[config.mk]
export PLATFORM = sky130hd
export DESIGN_NAME = counter_timer_arbiter
export DESIGN_NICKNAME = d
export VERILOG_FILES = /design/src/rtl/counter_timer_arbiter.sv
export SDC_FILE = /design/constraint.sdc
export NUM_CORES = 1
export LEC_CHECK = 0
export ABC_AREA = 1
export BUFFER_PORTS_ARGS = -buffer_cell sky130_fd_sc_hd__buf_4
export CAP_MARGIN = 40
export CORE_MARGIN = 2
export CORE_UTILIZATION = 41
export CTS_CLUSTER_SIZE = 40
export DETAILED_ROUTE_END_ITERATION = 10
export GPL_TIMING_DRIVEN = 1
export PLACE_DENSITY_LB_ADDON = 0.12
export SLEW_MARGIN = 0
export SYNTH_ARGS = -nofsm -noshare
export SYNTH_HDL_FRONTEND = slang
export SYNTH_SLANG_ARGS = --single-unit
[constraint.sdc]
create_clock -name clock -period 1.9 [get_ports clock]
set_input_delay 0.285 -clock clock [delete_from_list [all_inputs] [get_ports clock]]
set_output_delay 0.285 -clock clock [all_outputs]
set_load 0.01 [all_outputs]
[src/rtl/counter_timer_arbiter.sv]
// Round-robin arbiter sharing one N-bit interval counter among R requesters; done pulses lim+1 cycles after grant.
// Define COUNTER_ARB_FIXED_PRIO_EN to freeze the priority pointer at 0 (lowest index always wins).
module counter_timer_arbiter #(
  parameter int N = 6,
  parameter int R = 4
) (
  input  logic           clock,
  input  logic           reset,
  input  logic [R-1:0]   req,
  input  logic [R*N-1:0] limit_flat,
  output logic [R-1:0]   gnt,
  output logic [R-1:0]   done,
  output logic [N-1:0]   count,
  output logic           busy
);
  localparam int IW = $clog2(R);

  typedef enum logic [1:0] {
    S_IDLE = 2'd0,
    S_RUN  = 2'd1,
    S_DONE = 2'd2
  } state_t;

  state_t        state_q, state_d;
  logic [IW-1:0] sel_q, sel_d;
  logic [IW-1:0] ptr_q, ptr_d;
  logic [N-1:0]  lim_q, lim_d;
  logic [N-1:0]  count_q, count_d;
  logic [IW-1:0] pick;
  logic          found;
  logic [IW-1:0] ptr_adv;

  always_comb begin : arb
    pick  = '0;
    found = 1'b0;
    for (int k = 0; k < R; k++) begin
      if (!found && req[(int'(ptr_q) + k) % R]) begin
        pick  = IW'((int'(ptr_q) + k) % R);
        found = 1'b1;
      end
    end
  end

  // Pointer moves just past the requester that finished or gave up the counter.
`ifdef COUNTER_ARB_FIXED_PRIO_EN
  assign ptr_adv = '0;
`else
  assign ptr_adv = (sel_q == IW'(R - 1)) ? '0 : sel_q + 1'b1;
`endif

  always_ff @(posedge clock) begin
    if (reset) begin
      state_q <= S_IDLE;
      sel_q   <= '0;
      ptr_q   <= '0;
      lim_q   <= '0;
      count_q <= '0;
    end else begin
      state_q <= state_d;
      sel_q   <= sel_d;
      ptr_q   <= ptr_d;
      lim_q   <= lim_d;
      count_q <= count_d;
    end
  end

  always_comb begin : next_state
    state_d = state_q;
    sel_d   = sel_q;
    lim_d   = lim_q;
    count_d = count_q;
    ptr_d   = ptr_q;
    case (state_q)
      S_IDLE: begin
        if (found) begin
          state_d = S_RUN;
          sel_d   = pick;
          lim_d   = limit_flat[int'(pick)*N +: N];
          count_d = '0;
        end
      end
      S_RUN: begin
        // Abort takes precedence over reaching the limit.
        if (!req[sel_q]) begin
          state_d = S_IDLE;
          count_d = '0;
          ptr_d   = ptr_adv;
        end else if (count_q == lim_q) begin
          state_d = S_DONE;
        end else begin
          count_d = count_q + 1'b1;
        end
      end
      S_DONE: begin
        state_d = S_IDLE;
        count_d = '0;
        ptr_d   = ptr_adv;
      end
      default: begin
        state_d = S_IDLE;
        count_d = '0;
      end
    endcase
  end

  always_comb begin : outputs
    gnt  = '0;
    done = '0;
    busy = 1'b0;
    if (state_q != S_IDLE) begin
      gnt[sel_q] = 1'b1;
      busy       = 1'b1;
    end
    if (state_q == S_DONE) begin
      done[sel_q] = 1'b1;
    end
  end

  assign count = count_q;

endmodule

==> results.cfg <==
[job]
max_cap_violation_count = 0

[power]
p_sw_mw = 1.57
power_density_nw_per_um2 = 1420
power.ir.vdd_worst_mv = 0.644
internal_power_mw = 1.58
power_leakage_nw = 1.21
share_seq_of_total_power_pct = 18.6
power_frac_comb_pct = 71.5
proportion_of_power_drawn_by_the_clock_network_pct = 9.9
power_switching_share_pct = 49.9

[floorplan]
boundaryPins = 45
num_rows = 22
fp.dieH_um = 67.0
die-width_um = 67.0
initial_utilization_pct = 43.4
area_of_the_die_um2 = 4490
core_area_um2 = 3740

[setup_path]
worstSetupStartpointType = flop
cp_top_family = simple AND/OR/NAND/NOR gates
worst-path-max-fanout = 10
cp_data_arrival_time_ps = 1940
path_buf_inv = 3
rr_worst_depth = 12
crit_path_class = flop to flop
worst_r2r_startpoint = ptr_q[0]
register_to_register_path_setup_slack_ps = 110
end_kind = flop
slowest_cell_delay_on_critical_path_ps = 320
crit_chain = buf_4 > inv_8 > nand2_1 > nand3_2 > nand2_2 > nor2_4 > nand3_4 > nor2_4 > inv_4 > nand3_2 > xor2_1 > nor2_1
worstPathRequired_ps = 2040
worst_r2r_endpoint = count[5]
timing.critical_path.slowest_stage_cell = sky130_fd_sc_hd__dfxtp_2

[drt]
drc = 0
postRouteWirelength_um = 4150
firstDrtPassIters = 4
dr.first_iter.drc_count = 84
route.detailed.wl_per_inst_um = 11.1
vias = 1815
post_drt_via_cell_ratio = 4.85
ant_nets = 0

[synthesis]
mappedNetlistArea_um2 = 1630
ys_ff_latch = 18
syn-instance-count = 272
yosysUniqueCellTypes = 29
synthesis.nets = 307
synthesis.area_per_instance_um2 = 5.98
synth.yosys.seq_area_share_pct = 22.2
ys.warnings.count = 0

[grt]
grt_max_degree = 15
met3_demand_to_capacity_share_in_global_routing_pct = 3.21
grt_first_pass_wirelength_um = 6800
globalRoute.totalOverflow = 0
grtUsageTotal_pct = 19.1
antenna_found_initial = 0
gr-max-usage-layer = met2
grt_util_met1_pct = 24.1
globalRouteMet2Util_pct = 35.1
first_global_vias = 1665

[clocking]
tritoncts = built
clk_pin_slew_ps = 70
clock_sinks = 18
htreeDepth = 1
cts_hold_repair.buffers = 0
clockRootBuffer = sky130_fd_sc_hd__clkbuf_8
insertion_delay_ps = 250
cts.path.max_buffers = 2
cts_buf_count = 3

[timing]
hold_ws_ps = 316
timing.fmax_mhz = 557
worstMarginPinSlew_ps = 380
grt_setup_unrepaired = yes
final_hold_viol_count = 0
crit_share_post_route_pct = 94.4
slew_headroom_pct = 74.4
timing.clock.skew_ps = 2.49
count_of_final_setup_violators = 0
final_max_tran_viols = 0
period_needed_ps = 1790

[min_path]
worstHoldPathCells = 2
timing.hold.worst.start = reset
hold_path.class = primary input to flop
worst_case_hold_path_end_point = count[4]

[finish]
final_net_count = 362
post-route-cell-area_um2 = 2220
final_common_cell = sky130_fd_sc_hd__inv_1
final_cell_count_no_fill = 374
syn2layout_area_growth_pct = 36.2
drive_gt1_share_pct = 29.1
post-route-util_pct = 59.2
antenna_cells = 0
final.fill_count = 397
commonest_cells_after_routing_fill_and_taps_aside = sky130_fd_sc_hd__inv_1, sky130_fd_sc_hd__nand2_1, sky130_fd_sc_hd__buf_4, sky130_fd_sc_hd__nand3_1, sky130_fd_sc_hd__nor2_1

[status]
run_status = completed

[place]
place.port_buffers = 44
placedInstanceArea_um2 = 2010
dp_hpwl_um = 3060
gpl.final_weighted_congestion = 0.821
placedCellCount = 363
==> cell usage after synthesis <==
master / instances / area share (%)
sky130_fd_sc_hd__inv_1: 56 / 13
sky130_fd_sc_hd__buf_4: 1 / 0.46
sky130_fd_sc_hd__o21ai_1: 1 / 0.31
sky130_fd_sc_hd__nor3b_1: 1 / 0.46
sky130_fd_sc_hd__a211oi_1: 2 / 0.92
sky130_fd_sc_hd__buf_6: 3 / 2.1
sky130_fd_sc_hd__nor4_1: 1 / 0.38
sky130_fd_sc_hd__inv_8: 1 / 0.69
sky130_fd_sc_hd__inv_2: 4 / 0.92
sky130_fd_sc_hd__xor2_1: 6 / 3.2
sky130_fd_sc_hd__buf_2: 2 / 0.62
sky130_fd_sc_hd__nand2_4: 2 / 1.4
sky130_fd_sc_hd__dfxtp_1: 18 / 22
sky130_fd_sc_hd__nor3_1: 3 / 0.92
sky130_fd_sc_hd__nand3_1: 32 / 9.8
sky130_fd_sc_hd__o21ai_0: 6 / 1.8
sky130_fd_sc_hd__nor2_2: 1 / 0.38
sky130_fd_sc_hd__a21oi_1: 15 / 4.6
sky130_fd_sc_hd__o211ai_1: 1 / 0.46
sky130_fd_sc_hd__nand4_1: 14 / 5.4
sky130_fd_sc_hd__nand3_4: 1 / 1.1
sky130_fd_sc_hd__or2_2: 1 / 0.38
sky130_fd_sc_hd__nand3_2: 2 / 1.2
sky130_fd_sc_hd__ha_1: 5 / 3.8
sky130_fd_sc_hd__nor2_1: 26 / 6.0
sky130_fd_sc_hd__nand2_2: 10 / 3.8
sky130_fd_sc_hd__nand2_1: 55 / 13
sky130_fd_sc_hd__nor2_4: 1 / 0.69
sky130_fd_sc_hd__clkbuf_1: 1 / 0.23
==> worst max path at each step <==
stage               startpoint       end  slack [ps]  depth (start not counted)
detailed placement    ptr_q[0]  lim_q[0]          70                         14
global placement      ptr_q[0]  lim_q[0]          50                         13
floorplan             ptr_q[0]  lim_q[0]         320                         14
finish                ptr_q[0]  count[5]         110                         12
CTS                   ptr_q[0]  lim_q[0]          50                         14
global route          ptr_q[0]  count[5]         -20                         12
==> power by group through the flow <==
| stage | Sequential, mW | Combinational (mW) | Clock (mW) |
|---|---|---|---|
| after global placement | 0.583 | 1.93 | 0 |
| after global routing | 0.602 | 2.55 | 0.330 |
| after CTS | 0.577 | 1.95 | 0.319 |
| after floorplan | 0.569 | 1.54 | 0 |
| after detailed placement | 0.586 | 1.93 | 0 |
| final | 0.586 | 2.25 | 0.313 |
==> through the flow <==
| stage | setup WS, ps | power [mW] | setup TNS [ps] |
|---|---|---|---|
| 2_1_floorplan | 319 | 2.11 | 0 |
| 3_3_place_gp | 46.3 | 2.52 | 0 |
| 3_5_place_dp | 70.5 | 2.52 | 0 |
| 4_1_cts | 46.3 | 2.84 | 0 |
| 5_1_grt | -22.5 | 3.48 | -73.3 |
| 6_report | 106 | 3.15 | 0 |
==> area by class of cell <==
type | instances | area (um2) | share of cell area, %
Multi-Input combinational cell | 187 | 1030 | 46.6
Clock buffer | 4 | 55.1 | 2.48
Sequential cell | 18 | 364 | 16.4
Tap cell | 48 | 60.1 | 2.71
Inverter | 61 | 239 | 10.8
Timing Repair Buffer | 56 | 465 | 21.0
==> sequential cells by signal, indices dropped and copies added, names as in the netlist <==
signal and count:
count 6, state_q 2, sel_q 2, lim_q 6
ptr_q 2
==> cell families (layout without fill, tap and decap cells) <==
family | count (synthesis) | after routing | share of synthesized area, %
DFF | 18 | 18 | 22.2
and+or+nand+nor | 150 | 151 | 44.7
buffers and inverters | 68 | 121 | 17.9
AOI/OAI and AO/OA | 25 | 25 | 8.15
adders and majority gates | 5 | 5 | 3.85
xor gates and xnor gates | 6 | 6 | 3.23
==> per-layer routing <==
layer | share of wire [%] | routed length, um
met1 | 47 | 1950
met2 | 49 | 2020
met3 | 4.1 | 172
met4 | 0.31 | 13
met5 | 0 | 0
==> timing repair <==
item / in CTS / in global routing
endpoints found under the setup margin: 0 / 11
setup buffers: 0 / 5
resized for setup: 0 / 19
No activity file was read; power rests on OpenSTA's default activity.
